**src/rtl/bus_arbiter_rx.sv**
```systemverilog
// -----------------------------------------------------------------------------
// bus_arbiter_rx
//
// Bus master for a shared tri-state bus that two sources (A, B) drive through
// complementary bufif1/bufif0 drivers. It arbitrates the two requests
// round-robin, steers the drivers with sel_o, and holds sel_o stable for
// SETTLE_CYC cycles so the bus can settle. It then captures the bus word,
// pulses an ack back to the winning source, and offers the word downstream on
// a valid/ready handshake.
//
// State table
//   state     | meaning
//   ----------+--------------------------------------------------------------
//   ST_IDLE   | no transfer in flight; arbitrate incoming requests
//   ST_SETTLE | sel_o driven to the granted source, bus settling
//   ST_HOLD   | word captured, out_valid_o high until downstream accepts
//
// Parameters
//   WIDTH       bus / data width in bits
//   SETTLE_CYC  cycles sel_o is held before the bus is sampled (1..15)
//
// Ports
//   clk_i        clock, rising edge
//   rst_i        synchronous reset, active-high
//   req_a_i      source A transfer request, held until ack_a_o
//   req_b_i      source B transfer request, held until ack_b_o
//   sel_o        bus select: 1 = A drives the bus, 0 = B drives the bus
//   bus_in_i     shared bus value
//   ack_a_o      one-cycle pulse: A's word has been captured
//   ack_b_o      one-cycle pulse: B's word has been captured
//   out_data_o   captured word
//   out_src_o    source of out_data_o: 1 = A, 0 = B
//   out_valid_o  out_data_o / out_src_o valid
//   out_ready_i  downstream accepts when out_valid_o & out_ready_i
//   busy_o       high whenever the FSM is not in ST_IDLE
// -----------------------------------------------------------------------------
module bus_arbiter_rx #(
   parameter int unsigned WIDTH      = 8,
   parameter int unsigned SETTLE_CYC = 1
) (
   input  logic             clk_i,
   input  logic             rst_i,
   input  logic             req_a_i,
   input  logic             req_b_i,
   output logic             sel_o,
   input  logic [WIDTH-1:0] bus_in_i,
   output logic             ack_a_o,
   output logic             ack_b_o,
   output logic [WIDTH-1:0] out_data_o,
   output logic             out_src_o,
   output logic             out_valid_o,
   input  logic             out_ready_i,
   output logic             busy_o
);

   typedef enum logic [1:0] {
      ST_IDLE   = 2'd0,
      ST_SETTLE = 2'd1,
      ST_HOLD   = 2'd2
   } state_e;

   // Counter reload: the capture happens on the edge where the count is zero,
   // so loading SETTLE_CYC-1 gives exactly SETTLE_CYC cycles of stable sel.
   localparam logic [3:0] CNT_INIT = 4'(SETTLE_CYC - 1);

   state_e           state_q, state_d;
   logic             sel_q, sel_d;
   logic             last_grant_q, last_grant_d;   // 1 = A, 0 = B
   logic [3:0]       cnt_q, cnt_d;
   logic             ack_a_q, ack_a_d;
   logic             ack_b_q, ack_b_d;
   logic [WIDTH-1:0] out_data_q, out_data_d;
   logic             out_src_q, out_src_d;
   logic             out_valid_q, out_valid_d;
   logic             busy_q, busy_d;

   logic             any_req;
   logic             grant_a;
   logic             granted_req;
   logic             settle_done;

   // A wins when it is the only requester, or on contention when B had the
   // previous grant. sel_q only moves on a grant, so it doubles as the record
   // of which source owns the transfer in flight.
   assign any_req     = req_a_i | req_b_i;
   assign grant_a     = req_a_i & (~req_b_i | ~last_grant_q);
   assign granted_req = sel_q ? req_a_i : req_b_i;
   assign settle_done = (cnt_q == 4'd0);

   // ---------------------------------------------------------------- state reg
   always_ff @(posedge clk_i) begin
      if (rst_i) begin
         state_q      <= ST_IDLE;
         sel_q        <= 1'b1;
         last_grant_q <= 1'b0;
         cnt_q        <= 4'd0;
         ack_a_q      <= 1'b0;
         ack_b_q      <= 1'b0;
         out_data_q   <= '0;
         out_src_q    <= 1'b0;
         out_valid_q  <= 1'b0;
         busy_q       <= 1'b0;
      end else begin
         state_q      <= state_d;
         sel_q        <= sel_d;
         last_grant_q <= last_grant_d;
         cnt_q        <= cnt_d;
         ack_a_q      <= ack_a_d;
         ack_b_q      <= ack_b_d;
         out_data_q   <= out_data_d;
         out_src_q    <= out_src_d;
         out_valid_q  <= out_valid_d;
         busy_q       <= busy_d;
      end
   end

   // --------------------------------------------------------------- next state
   always_comb begin
      state_d = state_q;
      unique case (state_q)
         ST_IDLE: begin
            if (any_req) begin
               state_d = ST_SETTLE;
            end
         end
         ST_SETTLE: begin
            if (!granted_req) begin
               state_d = ST_IDLE;
            end else if (settle_done) begin
               state_d = ST_HOLD;
            end
         end
         ST_HOLD: begin
            // out_valid_q is always high here, so ready alone completes it.
            if (out_ready_i) begin
               state_d = ST_IDLE;
            end
         end
         default: begin
            state_d = ST_IDLE;
         end
      endcase
   end

   // ---------------------------------------------------------------- outputs
   always_comb begin
      sel_d        = sel_q;
      last_grant_d = last_grant_q;
      cnt_d        = cnt_q;
      ack_a_d      = 1'b0;
      ack_b_d      = 1'b0;
      out_data_d   = out_data_q;
      out_src_d    = out_src_q;
      out_valid_d  = out_valid_q;

      unique case (state_q)
         ST_IDLE: begin
            if (any_req) begin
               sel_d = grant_a;
               cnt_d = CNT_INIT;
            end
         end
         ST_SETTLE: begin
            // An aborted transfer leaves last_grant alone so the dropped
            // source does not lose its round-robin turn.
            if (granted_req) begin
               if (!settle_done) begin
                  cnt_d = cnt_q - 4'd1;
               end else begin
                  out_data_d   = bus_in_i;
                  out_src_d    = sel_q;
                  out_valid_d  = 1'b1;
                  ack_a_d      = sel_q;
                  ack_b_d      = ~sel_q;
                  last_grant_d = sel_q;
               end
            end
         end
         ST_HOLD: begin
            if (out_ready_i) begin
               out_valid_d = 1'b0;
            end
         end
         default: begin
            out_valid_d = 1'b0;
         end
      endcase

      busy_d = (state_d != ST_IDLE);
   end

   assign sel_o       = sel_q;
   assign ack_a_o     = ack_a_q;
   assign ack_b_o     = ack_b_q;
   assign out_data_o  = out_data_q;
   assign out_src_o   = out_src_q;
   assign out_valid_o = out_valid_q;
   assign busy_o      = busy_q;

endmodule

```
**config.mk**
```make
export PLATFORM = sky130hd
export DESIGN_NAME = bus_arbiter_rx
export DESIGN_NICKNAME = d
export VERILOG_FILES = /design/src/rtl/bus_arbiter_rx.sv
export SDC_FILE = /design/constraint.sdc
export NUM_CORES = 1
export LEC_CHECK = 0
export BUFFER_PORTS_ARGS = -buffer_cell sky130_fd_sc_hd__buf_2
export CAP_MARGIN = 0
export CORE_AREA = 10 10 52 54
export DETAILED_ROUTE_END_ITERATION = 6
export DIE_AREA = 0 0 62 64
export PLACE_DENSITY = 0.83
export SLEW_MARGIN = 20
export SYNTH_ARGS = -nofsm -noshare
export SYNTH_HDL_FRONTEND = slang
export SYNTH_SLANG_ARGS = --single-unit
export TNS_END_PERCENT = 1
```
**constraint.sdc**
```tcl
create_clock -name clk_i -period 5.03 [get_ports clk_i]
set_clock_uncertainty 0.15 [all_clocks]
set_input_delay 0.503 -clock clk_i [delete_from_list [all_inputs] [get_ports clk_i]]
set_output_delay 0.503 -clock clk_i [all_outputs]
set_load 0.02 [all_outputs]
```
# Word-level counts from Yosys, hierarchy flattened
# Cells that the tools add are included.
dict set report totals {
  latch_bits 0
  mem_count 0
  input_bits 13
  out_inout_bits 14
  ff_bits 20
  rom_bits 0
  wordCells 50
  ram_bits 0
}
dict set report classes {
  n_lt_le_gt_ge 0
  shifts 0
  n_reduce_logical 9
  eq_ne 7
  mux 14
  bitwise 10
  n_div 0
  n_addsub 1
  multipliers 0
}
# operator n
set op_table {}
lappend op_table {{$mux 4} 3}
lappend op_table {{$ne 2x2->1 const B} 5}
lappend op_table {{$mux 2} 4}
lappend op_table {{$pmux 4 s2} 1}
lappend op_table {{$reduce_and 4->1} 2}
lappend op_table {{$not 1->1} 7}
lappend op_table {{$pmux 2 s3} 1}
lappend op_table {{$logic_not 4->1} 1}
lappend op_table {{$mux 1} 4}
lappend op_table {{$reduce_bool 2->1} 2}
lappend op_table {{$reduce_or 4->1} 1}
lappend op_table {{$sub 4x1->4 const B} 1}
lappend op_table {{$pmux 1 s3} 1}
lappend op_table {{$reduce_and 3->1} 1}
lappend op_table {{$eq 2x1->1 const B} 1}
lappend op_table {{$eq 2x2->1 const B} 1}
lappend op_table {{$logic_not 2->1} 1}
lappend op_table {{$or 1x1->1} 2}
lappend op_table {{$reduce_and 2->1} 1}
lappend op_table {{$and 1x1->1} 1}

# Depth between registers and ports, before layout
# Gate-level depths: netlist of the first run.
dict set report depth {
  word_depth 5
  mapped_depth 7
}

# Worst setup path after synthesis of the first run
# Ideal clock, no wire load.
dict set report synth_timing {
  kind {register to register}
  startpoint {register cnt_q[0]}
  endpoint {register out_src_q (netlist: out_src_o)}
  required_ps 4752
  period_less_slack_ps 1683
  t_arrival_ps 1406
  slack_ps 3347
  n_path_buf 1
  path_stages_with_launch 8
  path_cell_list {dfxtp_1 > inv_1 > ha_1 > or3b_4 > nand3b_4 > buf_6 > mux2i_1 > nor2_1}
}
dict set report synth_via {
  elab_chain_len 2
}
# element line
set synth_rtl {}
lappend synth_rtl {{from (decl)} 69} ;# logic [3:0] cnt_q, cnt_d;
lappend synth_rtl {{from (signal assigned)} 107} ;# cnt_q <= cnt_d;
lappend synth_rtl {{$logic_not 4->1} 88} ;# assign settle_done = (cnt_q == 4'd0);
lappend synth_rtl {{$reduce_and 3->1 (no line)} n/a}
lappend synth_rtl {{to (signal assigned)} 111} ;# out_src_q <= out_src_d;
lappend synth_rtl {{to (decl)} 73} ;# logic out_src_q, out_src_d;
# No other way between the ends.
# A chain may end at the register's enable or synchronous reset.

# Worst setup path in the final report of the first run
dict set report layout_timing {
  startpoint {register cnt_q[0]}
  endpoint {register out_data_q[1] (netlist: out_data_o[1])}
}
dict set report layout_via {
  elab_chain_len 2
}
# element line
set layout_rtl {}
lappend layout_rtl {{$logic_not 4->1} 88}
lappend layout_rtl {{$reduce_and 3->1 (no line)} n/a}
lappend layout_rtl {{to (signal assigned)} 110} ;# out_data_q <= out_data_d;
lappend layout_rtl {{to (decl)} 72} ;# logic [WIDTH-1:0] out_data_q, out_data_d;
# No other way between the ends.

==> flow_metrics.tcl, run 1 <==
set metrics [dict create \
    worstMarginPinSlew_ps 315 \
    synth_xor_xnor_area_share_pct 1.06 \
    max_freq_mhz 553 \
    synth-compound-area-share_pct 9.53 \
    nNetsFinal 129 \
    path_cells "inv_1 > ha_1 > or3b_4 > nand3b_4 > mux2i_1 > nor2_1" \
    fin_crit_sh_pct 36.0 \
    grt_first_pass_wirelength_um 3010 \
    clk_pin_slew_ps 110 \
    worstSetupPathType "reg2reg" \
    synth_cells 85 \
    crit_required_ps 5070 \
    track_usage_pct 9.76 \
    overflow 0 \
    cts_setup_buffers 0 \
    worstHoldStart "bus_in_i[5]" \
    rsz0062_at_grt "no" \
    largest_reg_flops 8 \
    clock-sinks 20 \
    synth-adder-area-share_pct 3.03 \
    syn-num-nets 100 \
    relSlewSlack_pct 78.8 \
    cts_hold_buffers 0 \
    grt_max_degree 14 \
    ir_drop_mv 0.258 \
    syn_avg_cell_area_sq_um 9.73 \
    ctsResizeCount 0 \
    io_buffers 26 \
    holdWs_ps 281 \
    drcViolationCount 0 \
    grt_pass1_vias 713 \
    viasPerCell 4.82 \
    reg2reg_slack_ps 3220 \
    final_common_cell "buf_2" \
    ant_nets 0 \
    h-tree-depth 1 \
    syn-cell-area_sq_um 827 \
    fp.dieArea_sq_um 3970 \
    critPathCaptureType "flop" \
    ys_seq_elements 20 \
    place_hpwl_um 1330 \
    cp-start-kind "flop" \
    synth_top_family_by_area "simple AND/OR/NAND/NOR gates" \
    wl_per_cell_um 12.5 \
    max-cap-violations 0 \
    drive_gt1_share_pct 31.9 \
    die_width_um 62 \
    cts_tree "built" \
    worstPathMaxFanout 13 \
    finalSetupViolations 0 \
    area_growth_pct 22.1 \
    die_h_um 64 \
    holdPathStages 3 \
    gp_congestion 0.785 \
    holdPathEnd "out_data_o[5]" \
    clockBufferDepth 2 \
    via_count 665 \
    crit_slowest_cell "or3b_4" \
    r2r-start "cnt_q[0]" \
    min_path_type "in2reg" \
    ys.flop_type "dfxtp_1" \
    r2r_cells 6 \
    n_fill_cell 170 \
    insertion_delay_ps 300 \
    hold_viol_final 0 \
    wl_um 1730 \
    drt-initial-drc-count 15 \
    setup_tns_ps 0 \
    final.min_clock_period_ps 1810 \
    status "finished, final reports clean" \
    yosys.area_share.simple_pct 21.6 \
    antenna_cells 0 \
    ioPinCount 27 \
    drt_pass1_iterations 4 \
    power_density_nw_per_um2 307 \
    ys.warnings.count 0 \
    initial_utilization_pct 48.4 \
    synth_edf_count 0 \
    final_cell_mix "26 x buf_2, 20 x dfxtp_1, 13 x nor2_1, 9 x mux2i_1, 6 x nand2_1" \
    ys_types 26 \
    slew_viol_final 0 \
    core_area_sq_um 1710 \
    cts_root_buf "clkbuf_4" \
    arrival_ps 1850 \
    leakagePower_uw 0.000520 \
    seq_area_frac_synth_pct 48.4 \
    reg2reg_to "out_data_o[1]" \
    antenna_found_initial 0 \
    synthMuxAreaShare_pct 12.7 \
    numCtsBuffers 3 \
    row_count 15 \
    max_stage_delay_ps 390 \
    async_flop_share_pct 0 \
]
==> cell usage after synthesis (2+ instances only) <==
library cell | number | area [sq um]
dfxtp_1 | 20 | 400
nor2_1 | 13 | 48.8
mux2i_1 | 9 | 90.1
nand2_1 | 6 | 22.5
a21oi_1 | 5 | 25.0
o21ai_0 | 5 | 25.0
inv_1 | 4 | 15.0
ha_1 | 2 | 25.0
nand3_1 | 2 | 10.0
o31ai_1 | 2 | 15.0
or3_1 | 2 | 12.5
==> worst max-delay path, delay by kind of cell, from the launching register on <==
kind,cells,cell delay [ps]
buf+inv,1,90
fa+ha+maj,1,140
simple gates,3,750
mux,1,220
flops,1,350
==> per-layer routing <==
layer / up-vias / part of all wire [%] / GRT usage, %
met5: - / 0 / 0
met4: 0 / 0.98 / 2.51
met3: 2 / 8.0 / 4.94
met2: 20 / 49 / 16.9
met1: 294 / 42 / 9.91
li1: 349 / - / -
==> cell families (layout without fill, tap and decap cells) <==
| group | after synthesis | after routing |
|---|---|---|
| buf+inv | 6 | 34 |
| xor+xnor | 1 | 1 |
| fa+ha+maj | 2 | 2 |
| mux | 10 | 10 |
| simple gates | 32 | 32 |
| flops | 20 | 20 |
| compound gates | 14 | 14 |
==> per-stage QoR <==
step | setup WS (ps) | utilization (%) | power [uW] | instance area, sq um | cells
final | 3220 | 59.1 | 310 | 1010 | 138
after global placement | 3320 | 57.0 | 221 | 973 | 134
after global routing | 3100 | 59.1 | 326 | 1010 | 138
after detailed placement | 3230 | 57.0 | 222 | 973 | 134
after CTS | 3210 | 59.1 | 312 | 1010 | 138
after floorplan | 3350 | - | 207 | 827 | 85
==> report_power, final <==
part	switching, uW	internal, uW	total, uW
sequential	4.89	166	171
clock	47.5	44.1	91.6
combinational	28.2	19.2	47.4
==> how the worst max path moves through the flow <==
stage | cells past startpoint | endpoint | from | slack [ps]
6_report | 6 | out_data_o[1] | cnt_q[0] | 3220
5_1_grt | 6 | out_data_o[6] | cnt_q[0] | 3100
4_1_cts | 6 | out_data_o[6] | cnt_q[0] | 3210
3_5_place_dp | 6 | out_data_o[6] | cnt_q[0] | 3230
3_3_place_gp | 6 | out_data_o[6] | cnt_q[0] | 3320
2_1_floorplan | 7 | out_src_o | cnt_q[0] | 3350
==> final cells by class <==
class                      count  area [sq um]  area share [%]
clock buffer                   4          36.3            3.59
inverter                       4          15.0            1.49
multi-input combinational     59           397            39.3
sequential                    20           400            39.7
tap                           25          31.3            3.10
timing repair buffer          26           130            12.9
Power figures use the tool's default switching activity.
==> inputs of run 2 (changes only) <==
--- a/config.mk
+++ b/config.mk
@@ -7,10 +7,10 @@
 export LEC_CHECK = 0
 export BUFFER_PORTS_ARGS = -buffer_cell sky130_fd_sc_hd__buf_2
 export CAP_MARGIN = 0
-export CORE_AREA = 10 10 52 54
+export CORE_AREA = 10 10 55 57
 export DETAILED_ROUTE_END_ITERATION = 6
-export DIE_AREA = 0 0 62 64
-export PLACE_DENSITY = 0.83
+export DIE_AREA = 0 0 65 67
+export PLACE_DENSITY = 0.78
 export SLEW_MARGIN = 20
 export SYNTH_ARGS = -nofsm -noshare
 export SYNTH_HDL_FRONTEND = slang
==> constraint.sdc (replaced) <==
create_clock -name clk_i -period 1.6 [get_ports clk_i]
set_clock_uncertainty 0.15 [all_clocks]
set_input_delay 0.16 -clock clk_i [delete_from_list [all_inputs] [get_ports clk_i]]
set_output_delay 0.16 -clock clk_i [all_outputs]
set_load 0.02 [all_outputs]
==> flow_metrics.tcl, run 2 (synthesized netlist as in run 1, its figures left out) <==
set metrics [dict create \
    max_freq_mhz 581 \
    path_cells "inv_2 > ha_4 > or3b_4 > nand3b_4 > mux2i_2 > nor2_1" \
    final.min_clock_period_ps 1720 \
    via_count 794 \
    drt_pass1_iterations 5 \
    grt_first_pass_wirelength_um 3530 \
    fp.dieArea_sq_um 4360 \
    reg2reg_slack_ps -120 \
    nNetsFinal 147 \
    overflow 0 \
    leakagePower_uw 0.000612 \
    antenna_cells 0 \
    area_growth_pct 45.4 \
    gp_congestion 0.758 \
    arrival_ps 1770 \
    max-cap-violations 0 \
    slew_viol_final 0 \
    n_fill_cell 140 \
    status "finished, violations left" \
    r2r-start "cnt_q[0]" \
    power_density_nw_per_um2 844 \
    clk_pin_slew_ps 110 \
    r2r_cells 6 \
    min_path_type "in2reg" \
    drive_gt1_share_pct 39.7 \
    ioPinCount 27 \
    utilization_pct 61.9 \
    ir_drop_mv 0.721 \
    cts_root_buf "clkbuf_4" \
    worstHoldStart "out_ready_i" \
    row_count 16 \
    clock-sinks 20 \
    crit_slowest_cell "or3b_4" \
    placed_cells 142 \
    cts_tree "built" \
    viasPerCell 5.03 \
    drt-initial-drc-count 18 \
    crit_required_ps 1650 \
    largest_reg_flops 8 \
    setup_ws_ps -122 \
    wl_um 2220 \
    final_common_cell "buf_2" \
    die_width_um 65 \
    final_cells 158 \
    drcViolationCount 0 \
    finalSetupViolations 12 \
    place_hpwl_um 1480 \
    die_h_um 67 \
    worstMarginPinSlew_ps 369 \
    io_buffers 26 \
    grt_pass1_vias 806 \
    worstSetupPathType "reg2reg" \
    worstPathMaxFanout 7 \
    wl_per_cell_um 14.1 \
    relSlewSlack_pct 75.1 \
    final_cell_mix "26 x buf_2, 18 x dfxtp_1, 13 x nor2_1" \
    rsz0062_at_grt "yes" \
    holdPathStages 3 \
    clockBufferDepth 2 \
    holdWs_ps 4.79 \
    fin_crit_sh_pct 108 \
    ant_nets 0 \
    numCtsBuffers 3 \
    max_stage_delay_ps 380 \
    hold_viol_final 0 \
    cp-startpoint "cnt_q[0]" \
    core_area_sq_um 1940 \
    insertion_delay_ps 310 \
    failed_checks "negative setup slack" \
    initial_utilization_pct 42.6 \
    track_usage_pct 10.1 \
    h-tree-depth 1 \
    grt_max_degree 14 \
    cp-start-kind "flop" \
    critPathCaptureType "flop" \
    antenna_found_initial 0 \
    finalPower_uw 1020 \
]
run 2: worst max-delay path: cells and delay by family (launching register included):
| family | cells | cell delay [ps] |
|---|---|---|
| adder cells (fa/ha/maj) | 1 | 120 |
| AND/OR/NAND/NOR | 3 | 700 |
| buffers and inverters | 1 | 80 |
| multiplexers | 1 | 220 |
| flip-flops | 1 | 350 |
run 2: repair_timing:
action | in CTS | in global routing
hold endpoints to repair | 8 | 0
setup endpoints to repair | 16 | 14
pin swaps | 0 | 4
buffers inserted | 1 | 2
resized for setup | 4 | 3
gates cloned | 1 | 0
hold buffers | 8 | 0
run 2: area by class of cell:
type | instances | area (sq um) | area share [%]
Multi-Input combinational cell | 60 | 433 | 36.0
Clock buffer | 4 | 36.3 | 3.02
Timing Repair Buffer | 43 | 282 | 23.4
Inverter | 4 | 15.0 | 1.25
Tap cell | 27 | 33.8 | 2.81
Sequential cell | 20 | 403 | 33.5
run 2: layer usage:
layer,share of wire (%),GRT usage (%)
met5,0,0
met4,2.1,4.01
met1,37,9.92
met3,10,4.52
met2,50,18.2
run 2: worst paths after layout:
path                      end
setup / recovery    out_src_o
hold / removal     state_q[1]
setup reg to reg    out_src_o
hold reg to reg   out_valid_o
run 2: report_power, final:
group	internal [uW]	leakage (uW)	total (uW)	switching [uW]
logic	79.4	0.000427	183	104
registers	522	0.000164	537	14.8
clock network	139	0.0000210	295	156
run 2: per-stage QoR:
step	setup TNS, ps	cell area, sq um	worst slack, ps
after global routing	-1760	1200	-193
after floorplan	-380	828	-63.5
after detailed placement	-1140	1020	-139
after CTS	-533	1170	-81.2
final	-870	1200	-122
after global placement	-722	1020	-84.4
==> inputs of run 3 (changes only) <==
--- a/config.mk
+++ b/config.mk
@@ -11,6 +11,7 @@
 export DETAILED_ROUTE_END_ITERATION = 6
 export DIE_AREA = 0 0 65 67
 export PLACE_DENSITY = 0.78
+export REMOVE_ABC_BUFFERS = 1
 export SLEW_MARGIN = 20
 export SYNTH_ARGS = -nofsm -noshare
 export SYNTH_HDL_FRONTEND = slang
==> flow_metrics.tcl, run 3 (synthesized netlist as in run 1, its figures left out) <==
set metrics [dict create \
    status "finished, violations left" \
    failed_checks "negative setup slack" \
    cts_root_buf "clkbuf_4" \
    grt_first_pass_wirelength_um 3360 \
    via_count 732 \
    io_buffers 26 \
    final_cell_mix "26 x buf_2, 18 x dfxtp_1, 13 x nor2_1, 9 x mux2i_1" \
    final.min_clock_period_ps 1730 \
    place_hpwl_um 1490 \
    max_stage_delay_ps 400 \
    utilization_pct 61.2 \
    holdWs_ps 25.5 \
    setup_ws_ps -127 \
    insertion_delay_ps 290 \
    ioPinCount 27 \
    clk_pin_slew_ps 110 \
    grt_max_degree 14 \
    wl_per_cell_um 13.1 \
    worstPathMaxFanout 7 \
    die_width_um 65 \
    largest_reg_flops 8 \
    cp_top_family "simple AND/OR/NAND/NOR gates" \
    worstSetupPathType "reg2reg" \
    clockBufferDepth 2 \
    nNetsFinal 146 \
    slew_viol_final 0 \
    relSlewSlack_pct 75.8 \
    core_area_sq_um 1940 \
    die_h_um 67 \
    fp.dieArea_sq_um 4360 \
    p_comb_share_pct 17.7 \
    met1_length_um 836 \
    critPathCaptureType "flop" \
    cts_tree "built" \
    postPlaceCellArea_sq_um 1020 \
    drt_pass1_iterations 4 \
    overflow 0 \
    power_frac_seq_pct 53.6 \
    clock-sinks 20 \
    drive_gt1_share_pct 39.2 \
    drt-initial-drc-count 11 \
    max_freq_mhz 579 \
    viasPerCell 4.66 \
    crit_required_ps 1640 \
    drcViolationCount 0 \
    ant_nets 0 \
    h-tree-depth 1 \
    antenna_cells 0 \
    place_ws_ps -156 \
    row_count 16 \
    p_clk_share_pct 28.7 \
    area_growth_pct 43.7 \
    wl_um 2050 \
    cp_num_buf_inv 1 \
    fin_crit_sh_pct 108 \
    path_cells "inv_2 > ha_4 > or3b_4 > nand3b_4 > mux2i_1 > nor2_1" \
    finalSetupViolations 9 \
    max-cap-violations 0 \
    cp-start-kind "flop" \
    ir_drop_mv 0.555 \
    initial_utilization_pct 42.6 \
    numCtsBuffers 3 \
    worstMarginPinSlew_ps 359 \
    final_area_sq_um 1190 \
    setup_tns_ps -624 \
    gp_congestion 0.783 \
    dr_wl_met2_um 1030 \
    hold_viol_final 0 \
    p_sw_uw 262 \
    rsz0062_at_grt "yes" \
    power_density_nw_per_um2 842 \
    grt_pass1_vias 764 \
    top_layer "met4" \
    leakagePower_uw 0.000611 \
    arrival_ps 1760 \
    switching_share_pct 26.2 \
    crit_slowest_cell "or3b_4" \
    antenna_found_initial 0 \
    dr_wl_met3_um 180 \
    track_usage_pct 9.61 \
    final_common_cell "buf_2" \
    intPower_uw 739 \
    reg2reg_slack_ps -130 \
    min_path_type "in2reg" \
]
-- run 3: cell count changes in the layout (fill, tap and decap cells not counted) --
| cell | change |
|---|---|
| and2b_1 | -1 |
| and2b_2 | +1 |
| buf_6 | -1 |
| mux2i_1 | +1 |
| mux2i_2 | -1 |
-- run 3: worst min-delay path: cells and delay by family --
kind | cells | cell delay (ps)
buffers and inverters | 1 | 80
and+or+nand+nor | 1 | 120
AOI/OAI and AO/OA | 1 | 70
-- run 3: what timing repair did --
item,in CTS,in global routing
resized for setup,4,4
setup endpoints to repair,13,15
hold endpoints to repair,8,0
pin swaps,1,2
gates cloned,1,0
setup buffers,1,1
hold buffers,8,0
-- run 3: final cells by class --
class | instances | area, sq um
inverter | 4 | 15.0
clock buffer | 4 | 36.3
multi-input combinational | 60 | 430
tap | 27 | 33.8
timing repair buffer | 42 | 270
sequential | 20 | 403
fill | 161 | 753
-- run 3: path summary, 6_finish.rpt --
kind | start | endpoint | depth (start not counted)
worst max-delay path | cnt_q[1] | out_data_o[1] | 6
worst min-delay path | out_ready_i | state_q[1] | 3
worst max register to register | cnt_q[1] | out_data_o[1] | 6
worst min register to register | out_valid_o | out_valid_o | 2
-- run 3: power groups by stage --
stage	Clock [uW]	Sequential [uW]	Combinational, uW
floorplan	0	572	71.1
global placement	0	546	152
detailed placement	0	548	155
CTS	297	537	176
global route	327	539	194
finish	287	537	177
-- run 3: metrics by stage --
| step | power, uW | std cells |
|---|---|---|
| CTS | 1010 | 156 |
| finish | 1000 | 157 |
| global placement | 698 | 142 |
| detailed placement | 703 | 142 |
| global route | 1060 | 157 |
| floorplan | 644 | 83 |
-- run 3: per-layer routing --
layer | vias to the layer above | track usage (%)
met4 | 0 | 2.41
met5 | - | 0
met1 | 328 | 9.91
met2 | 22 | 16.7
li1 | 380 | -
met3 | 2 | 5.18
